## src/rtl/aes_pkg.sv

```systemverilog
// Shared types and helpers for blocks that arbitrate access to the AES-128 core.
// rr_pick is the round-robin search reused by every shared-resource arbiter.
package aes_pkg;

  localparam int AES_BLOCK_W = 128;
  localparam int AES_KEY_W   = 128;

  typedef enum logic [1:0] {
    IDLE  = 2'd0,
    ISSUE = 2'd1,
    WAIT  = 2'd2,
    RESP  = 2'd3
  } arb_state_t;

  // First set bit of req at or above ptr, wrapping modulo n (n <= 8).
  // Returns ptr when no bit is set; callers qualify with |req.
  function automatic logic [2:0] rr_pick(input logic [7:0] req,
                                         input logic [2:0] ptr,
                                         input int         n);
    logic [2:0] idx;
    int         j;
    idx = ptr;
    for (int k = 7; k >= 0; k--) begin
      if (k < n) begin
        j = int'(ptr) + k;
        if (j >= n) j = j - n;
        if (req[j]) idx = 3'(j);
      end
    end
    return idx;
  endfunction

endpackage

```

## src/rtl/rr_arbiter_comb.sv

```systemverilog
// Combinational round-robin picker: lowest requester at or after ptr, wrapping.
module rr_arbiter_comb
  import aes_pkg::*;
#(
  parameter int NUM_REQ = 2
) (
  input  logic [NUM_REQ-1:0] req,
  input  logic [2:0]         ptr,
  output logic [2:0]         idx,
  output logic               any
);

  logic [7:0] req_ext;

  always_comb begin
    req_ext              = '0;
    req_ext[NUM_REQ-1:0] = req;
  end

  assign idx = rr_pick(req_ext, ptr, NUM_REQ);
  assign any = |req;

endmodule

```

## src/rtl/aes_core_arbiter.sv

```systemverilog
// Shares one AES-128 encrypt core between NUM_REQ requesters, one block in
// flight, round-robin grant, with a watchdog that answers with an error.
//
// state | meaning
// IDLE  | no block in flight; grant the next requester and capture its data
// ISSUE | pulse aes_start, arm the watchdog
// WAIT  | wait for aes_done or watchdog expiry
// RESP  | pulse resp_valid to the granted requester, advance rr_ptr
module aes_core_arbiter
  import aes_pkg::*;
#(
  parameter int NUM_REQ        = 2,
  parameter int TIMEOUT_CYCLES = 64
) (
  input  logic                           clk,
  input  logic                           rst,
  input  logic [NUM_REQ-1:0]             req_valid,
  input  logic [NUM_REQ*AES_BLOCK_W-1:0] req_plaintext,
  input  logic [NUM_REQ*AES_KEY_W-1:0]   req_key,
  output logic [NUM_REQ-1:0]             resp_valid,
  output logic                           resp_err,
  output logic [AES_BLOCK_W-1:0]         resp_ciphertext,
  output logic                           busy,
  output logic [2:0]                     grant_id,
  output logic                           aes_start,
  input  logic                           aes_done,
  output logic [AES_BLOCK_W-1:0]         aes_plaintext,
  output logic [AES_KEY_W-1:0]           aes_key,
  input  logic [AES_BLOCK_W-1:0]         aes_ciphertext
);

  localparam int CNT_W = $clog2(TIMEOUT_CYCLES);

  arb_state_t       state;
  logic [2:0]       rr_ptr;
  logic [2:0]       pick_idx;
  logic             pick_any;
  logic [CNT_W-1:0] tmo_cnt;

  rr_arbiter_comb #(
    .NUM_REQ(NUM_REQ)
  ) u_rr (
    .req(req_valid),
    .ptr(rr_ptr),
    .idx(pick_idx),
    .any(pick_any)
  );

  // Watchdog counts down from TIMEOUT_CYCLES-1; reaching zero in WAIT is the
  // TIMEOUT_CYCLES-th WAIT cycle.
  always_ff @(posedge clk) begin
    if (!rst) begin
      state           <= IDLE;
      rr_ptr          <= '0;
      grant_id        <= '0;
      aes_plaintext   <= '0;
      aes_key         <= '0;
      tmo_cnt         <= '0;
      resp_ciphertext <= '0;
      resp_err        <= 1'b0;
    end else begin
      case (state)
        IDLE: begin
          if (pick_any) begin
            grant_id      <= pick_idx;
            aes_plaintext <= req_plaintext[int'(pick_idx)*AES_BLOCK_W +: AES_BLOCK_W];
            aes_key       <= req_key[int'(pick_idx)*AES_KEY_W +: AES_KEY_W];
            state         <= ISSUE;
          end
        end
        ISSUE: begin
          tmo_cnt <= CNT_W'(TIMEOUT_CYCLES - 1);
          state   <= WAIT;
        end
        WAIT: begin
          if (aes_done) begin
            resp_ciphertext <= aes_ciphertext;
            resp_err        <= 1'b0;
            state           <= RESP;
          end else if (tmo_cnt == '0) begin
            resp_ciphertext <= '0;
            resp_err        <= 1'b1;
            state           <= RESP;
          end else begin
            tmo_cnt <= tmo_cnt - 1'b1;
          end
        end
        RESP: begin
          rr_ptr <= (grant_id == 3'(NUM_REQ - 1)) ? 3'd0 : grant_id + 3'd1;
          state  <= IDLE;
        end
        default: state <= IDLE;
      endcase
    end
  end

  always_comb begin
    resp_valid = '0;
    for (int i = 0; i < NUM_REQ; i++) begin
      resp_valid[i] = (state == RESP) && (grant_id == 3'(i));
    end
  end

  assign aes_start = (state == ISSUE);
  assign busy      = (state != IDLE);

endmodule

```

## config.mk

```make
export PLATFORM = sky130hd
export DESIGN_NAME = aes_core_arbiter
export DESIGN_NICKNAME = d
export VERILOG_FILES = /design/src/rtl/aes_pkg.sv /design/src/rtl/rr_arbiter_comb.sv /design/src/rtl/aes_core_arbiter.sv
export SDC_FILE = /design/constraint.sdc
export NUM_CORES = 1
export LEC_CHECK = 0
export ABC_AREA = 1
export BUFFER_PORTS_ARGS = -buffer_cell sky130_fd_sc_hd__buf_2
export CAP_MARGIN = 20
export CORE_AREA = 2 2 405 407
export CTS_CLUSTER_DIAMETER = 40
export DETAILED_ROUTE_END_ITERATION = 12
export DIE_AREA = 0 0 407 409
export SETUP_SLACK_MARGIN = 0.1
export SYNTH_ARGS = -nofsm -noshare
export SYNTH_HDL_FRONTEND = slang
export SYNTH_HIERARCHICAL = 1
export SYNTH_SLANG_ARGS = --single-unit
```

## constraint.sdc

```tcl
create_clock -name clk -period 3.1 [get_ports clk]
set_input_delay 0.465 -clock clk [delete_from_list [all_inputs] [get_ports clk]]
set_output_delay 0.465 -clock clk [all_outputs]
set_load 0.01 [all_outputs]
```

==> report_table.html <==
<table>
<tr><th>Metric</th><th>Value</th></tr>
<tr><th colspan="2">Timing</th></tr>
<tr><td>Total negative slack</td><td>0 ns</td></tr>
<tr><td>Worst Max-Slew Pin Slew</td><td>just over 0.9 ns</td></tr>
<tr><td>Post-layout minimum cycle time</td><td>2.55 ns</td></tr>
<tr><td>Top achievable clock speed</td><td>0.393 GHz</td></tr>
<tr><td>Headroom to the max-slew limit</td><td>38.3%</td></tr>
<tr><td>Clock tree skew after final layout</td><td>between 0.02 and 0.025 ns</td></tr>
<tr><td>Max-slew violations</td><td>0</td></tr>
<tr><td>Final critical-path share of the clock period</td><td>~82%</td></tr>
<tr><td>RSZ-0062 raised after global routing</td><td>no</td></tr>
<tr><td>Hold violation total from the final report</td><td>0</td></tr>
<tr><td>Worst Slack Setup Final</td><td>between 0.5 and 0.6 ns</td></tr>
<tr><td>Setup Viol. Count Final</td><td>0</td></tr>
<tr><th colspan="2">Floorplanning</th></tr>
<tr><td>Number of top-level design ports</td><td>approximately 1000</td></tr>
<tr><td>Initial standard-cell utilization of the core</td><td>a little over a tenth</td></tr>
<tr><td>Area of the die</td><td>between 150000 and 200000 µm²</td></tr>
<tr><td>Die width</td><td>approximately 410 µm</td></tr>
<tr><td>Vert. Die Dim</td><td>about 410 µm</td></tr>
<tr><td>Std-Cell Rows</td><td>~150</td></tr>
<tr><td>Core footprint</td><td>around 160000 µm²</td></tr>
<tr><th colspan="2">Placed design</th></tr>
<tr><td>Number of buffer cells added on primary ports</td><td>1036</td></tr>
<tr><td>Routability congestion estimate from global placement</td><td>0.950</td></tr>
<tr><td>HPWL Detailed</td><td>approximately 110 mm</td></tr>
<tr><td>Placement-stage worst setup slack</td><td>~0.55 ns</td></tr>
<tr><th colspan="2">Detailed routing</th></tr>
<tr><td>Antenna violation net count after detailed routing</td><td>0</td></tr>
<tr><td>Routed wire length per instance</td><td>between 20 and 25 µm</td></tr>
<tr><td>Final Routed Wirelength</td><td>~130 mm</td></tr>
<tr><td>Initial DRC Count</td><td>between 1000 and 1500</td></tr>
<tr><td>Via-to-Cell Ratio</td><td>3.63</td></tr>
<tr><td>Total via count after detailed routing</td><td>between 15000 and 20000</td></tr>
<tr><td>Number of detailed-routing iterations run before antenna repair</td><td>5</td></tr>
<tr><td>Count of unresolved DRC violations after routing</td><td>0</td></tr>
<tr><th colspan="2">Worst setup path</th></tr>
<tr><td>R2R Path Start</td><td>rr_ptr[1]</td></tr>
<tr><td>Crit end category</td><td>flip-flop</td></tr>
<tr><td>Kind of start point of the critical path</td><td>flip-flop</td></tr>
<tr><td>Type of the setup path with the least slack</td><td>flip-flop to flip-flop</td></tr>
<tr><td>R2r worst-path depth</td><td>12</td></tr>
<tr><td>End of the worst register-to-register path</td><td>aes_key[75]</td></tr>
<tr><td>Reg2reg setup slack</td><td>roughly 0.55 ns</td></tr>
<tr><td>Max Fanout on Critical Path</td><td>between 50 and 60</td></tr>
<tr><td>Critical path required time</td><td>3.63 ns</td></tr>
<tr><td>Critical Path AT</td><td>a little over 3 ns</td></tr>
<tr><th colspan="2">Clock tree</th></tr>
<tr><td>Number of clock sinks</td><td>399</td></tr>
<tr><td>Number of clock buffers inserted by TritonCTS</td><td>86</td></tr>
<tr><td>Clock insertion delay at the later pin of the skew report</td><td>around 0.67 ns</td></tr>
<tr><td>Clock Path Buffers</td><td>3</td></tr>
<tr><td>Level count of the clock H-tree</td><td>3</td></tr>
<tr><td>CTS tree</td><td>built</td></tr>
<tr><td>CTS clock-pin slew for the worst setup and hold paths</td><td>roughly 0.050 ns</td></tr>
<tr><td>Clock root cell</td><td>sky130_fd_sc_hd__clkbuf_16</td></tr>
<tr><th colspan="2">Finish</th></tr>
<tr><td>Nets</td><td>3839</td></tr>
<tr><td>Finished Core Util</td><td>~18%</td></tr>
<tr><td>Share of cells above drive strength 1</td><td>a little under half</td></tr>
<tr><td>Layout overhead on the synthesized area</td><td>67.9%</td></tr>
<tr><th colspan="2">Synth</th></tr>
<tr><td>Number of flops mapped to enable cells by yosys</td><td>0</td></tr>
<tr><td>Synthesis-stage register bit count</td><td>roughly 400</td></tr>
<tr><td>Cell Area, Synth</td><td>17100 µm²</td></tr>
<tr><td>Yosys warning total</td><td>6</td></tr>
<tr><td>Library cell occupying the most area in the post-synthesis netlist</td><td>sky130_fd_sc_hd__dfxtp_1</td></tr>
<tr><td>Most repeated cell in the gate-level netlist after synthesis</td><td>sky130_fd_sc_hd__nand2_1</td></tr>
<tr><td>Synth async-reset ratio</td><td>0%</td></tr>
<tr><td>Average cell area after synthesis</td><td>8.14 µm²</td></tr>
<tr><td>Distinct cell type count of the synthesized netlist</td><td>23</td></tr>
<tr><td>Area share of the largest cell type after synthesis</td><td>around 47%</td></tr>
<tr><td>Synthesized netlist cell count</td><td>~2100</td></tr>
<tr><td>Top cells by area, synth</td><td>sky130_fd_sc_hd__dfxtp_1, sky130_fd_sc_hd__nand2_1, sky130_fd_sc_hd__mux2_2, sky130_fd_sc_hd__a21oi_1, sky130_fd_sc_hd__buf_2</td></tr>
<tr><td>Ys flop type</td><td>sky130_fd_sc_hd__dfxtp_1</td></tr>
<tr><td>Part of the Yosys area used for sequential elements</td><td>46.6%</td></tr>
<tr><td>Most instantiated cells after synthesis</td><td>sky130_fd_sc_hd__nand2_1, sky130_fd_sc_hd__dfxtp_1, sky130_fd_sc_hd__a21oi_1, sky130_fd_sc_hd__mux2_2, sky130_fd_sc_hd__clkbuf_1</td></tr>
<tr><td>Mapped Nets</td><td>approximately 2800</td></tr>
<tr><th colspan="2">Worst hold path</th></tr>
<tr><td>Source of the worst hold timing path</td><td>aes_ciphertext[25]</td></tr>
<tr><td>Worst hold path stage count</td><td>3</td></tr>
<tr><td>Hold crit path type</td><td>primary input to flip-flop</td></tr>
<tr><td>Hold Path Sink</td><td>resp_ciphertext[25]</td></tr>
<tr><th colspan="2">Flow run</th></tr>
<tr><td>Max-Cap Viols</td><td>0</td></tr>
<tr><th colspan="2">Run status</th></tr>
<tr><td>Outcome</td><td>completed</td></tr>
<tr><th colspan="2">Global routing</th></tr>
<tr><td>Tot GR Track Use</td><td>14.8%</td></tr>
<tr><td>Number of global-route vias before repair</td><td>between 15000 and 20000</td></tr>
<tr><td>Wire length of the first global-routing pass</td><td>roughly 170 mm</td></tr>
<tr><td>Maximum number of pins on one net before global-route repair</td><td>about 130</td></tr>
<tr><td>Number of antenna violations at the first check in global routing</td><td>163</td></tr>
<tr><td>Total global routing overflow</td><td>0</td></tr>
<tr><th colspan="2">Power</th></tr>
<tr><td>Leakage</td><td>around 13 nW</td></tr>
<tr><td>Power density cells</td><td>about 960 nW/µm²</td></tr>
<tr><td>Highest ir drop seen on vdd</td><td>between 0.7 and 0.8 mV</td></tr>
</table>
[flip-flops by register name (all words and copies together), names as in the netlist]
signal / flops
tmo_cnt: 6
rr_ptr: 3
aes_key: 128
grant_id: 3
resp_err: 1
state: 2
aes_plaintext: 128
resp_ciphertext: 128
[critical path, cell delays in order, from the launching register on]
cell,delay (ns)
sky130_fd_sc_hd__dfxtp_1,0.40
sky130_fd_sc_hd__inv_1,0.07
sky130_fd_sc_hd__ha_1,0.29
sky130_fd_sc_hd__inv_1,0.11
sky130_fd_sc_hd__a21oi_1,0.09
sky130_fd_sc_hd__nor2_2,0.12
sky130_fd_sc_hd__nand4_1,0.14
sky130_fd_sc_hd__nand2_4,0.16
sky130_fd_sc_hd__buf_12,0.18
sky130_fd_sc_hd__buf_12,0.28
sky130_fd_sc_hd__mux2_2,0.38
sky130_fd_sc_hd__nand2_1,0.07
sky130_fd_sc_hd__a21oi_1,0.07
[where the power goes]
part	total, W	leakage [nW]	internal (W)	switching, W
clock	0.00978	1.48	0.00636	0.00341
combinational	0.0105	7.86	0.00416	0.00629
sequential	0.00726	3.27	0.00650	0.000755
total	0.0275	12.6	0.0170	0.0105
[worst max path at each step]
| stage | from | end | cells past startpoint |
|---|---|---|---|
| 3_5_place_dp | rr_ptr[1] | aes_key[112] | 12 |
| 6_report | rr_ptr[1] | aes_key[75] | 12 |
| 5_1_grt | rr_ptr[1] | aes_plaintext[1] | 13 |
| 2_1_floorplan | rr_ptr[1] | aes_plaintext[100] | 13 |
| 4_1_cts | state[0] | resp_valid[0] | 4 |
| 3_3_place_gp | rr_ptr[1] | aes_plaintext[1] | 13 |
[cells in the final DEF, fill, tap and decap left out, types with 8 or more instances in the layout]
cell	count
sky130_fd_sc_hd__clkinv_4	13
sky130_fd_sc_hd__nand2_1	803
sky130_fd_sc_hd__clkbuf_16	87
sky130_fd_sc_hd__nand3_1	10
sky130_fd_sc_hd__clkbuf_1	8
sky130_fd_sc_hd__a21oi_1	397
sky130_fd_sc_hd__inv_6	13
sky130_fd_sc_hd__clkbuf_8	9
sky130_fd_sc_hd__inv_1	20
sky130_fd_sc_hd__dfxtp_1	399
sky130_fd_sc_hd__nor2_1	19
sky130_fd_sc_hd__bufinv_16	11
sky130_fd_sc_hd__buf_12	19
sky130_fd_sc_hd__mux2_2	256
sky130_fd_sc_hd__dlygate4sd3_1	81
sky130_fd_sc_hd__ha_1	9
sky130_fd_sc_hd__o21ai_0	10
sky130_fd_sc_hd__buf_2	1036
sky130_fd_sc_hd__buf_4	13
sky130_fd_sc_hd__diode_2	37
[cell families (layout without fill, tap and decap cells)]
kind of cell,count (synthesis),count (layout),share of synthesized area (%)
and+or+nand+nor,851,851,19.0
buffers and inverters,181,1332,4.96
xor gates and xnor gates,2,2,0.102
muxes,256,256,16.8
AOI/OAI and AO/OA,407,407,11.9
other,0,37,0
DFF,399,399,46.6
adders and majority gates,9,9,0.657
[through the flow]
| step | total power [W] | hold WS (ns) | instances | area, µm² |
|---|---|---|---|---|
| finish | 0.0275 | 0.0808 | 5468 | 28800 |
| global route | 0.0291 | 0.0198 | 5452 | 28700 |
| CTS | 0.0280 | 0.00111 | 5431 | 28700 |
| detailed placement | 0.0179 | 0.449 | 5191 | 24800 |
| global placement | 0.0177 | 0.445 | 5191 | 24800 |
| floorplan | 0.0133 | 0.471 | 2105 | 17100 |
[routing by layer]
layer | up-vias | GRT usage, % | wire [µm]
li1 | 9197 | - | -
met5 | - | 0 | 658
met2 | 926 | 24.7 | 60600
met4 | 104 | 5.84 | 5700
met3 | 362 | 8.07 | 15800
met1 | 9248 | 15.5 | 46200
[area by class of cell]
type                    count  area (µm²)
diodes                     37        92.6
clock buffers             104        2330
clock inverters            55         732
fillers                 18500      133000
inverters                  24         101
multi-input cells        1525        8340
flip-flops and latches    399        7990
well taps                2175        2720
repair buffers           1149        6470
[repair_timing]
action / in CTS / in global routing
hold endpoints to repair: 81 / 0
gates resized for setup: 0 / 0
hold buffers: 81 / 0
setup buffers: 0 / 0
(Power assumes the default switching activity.)
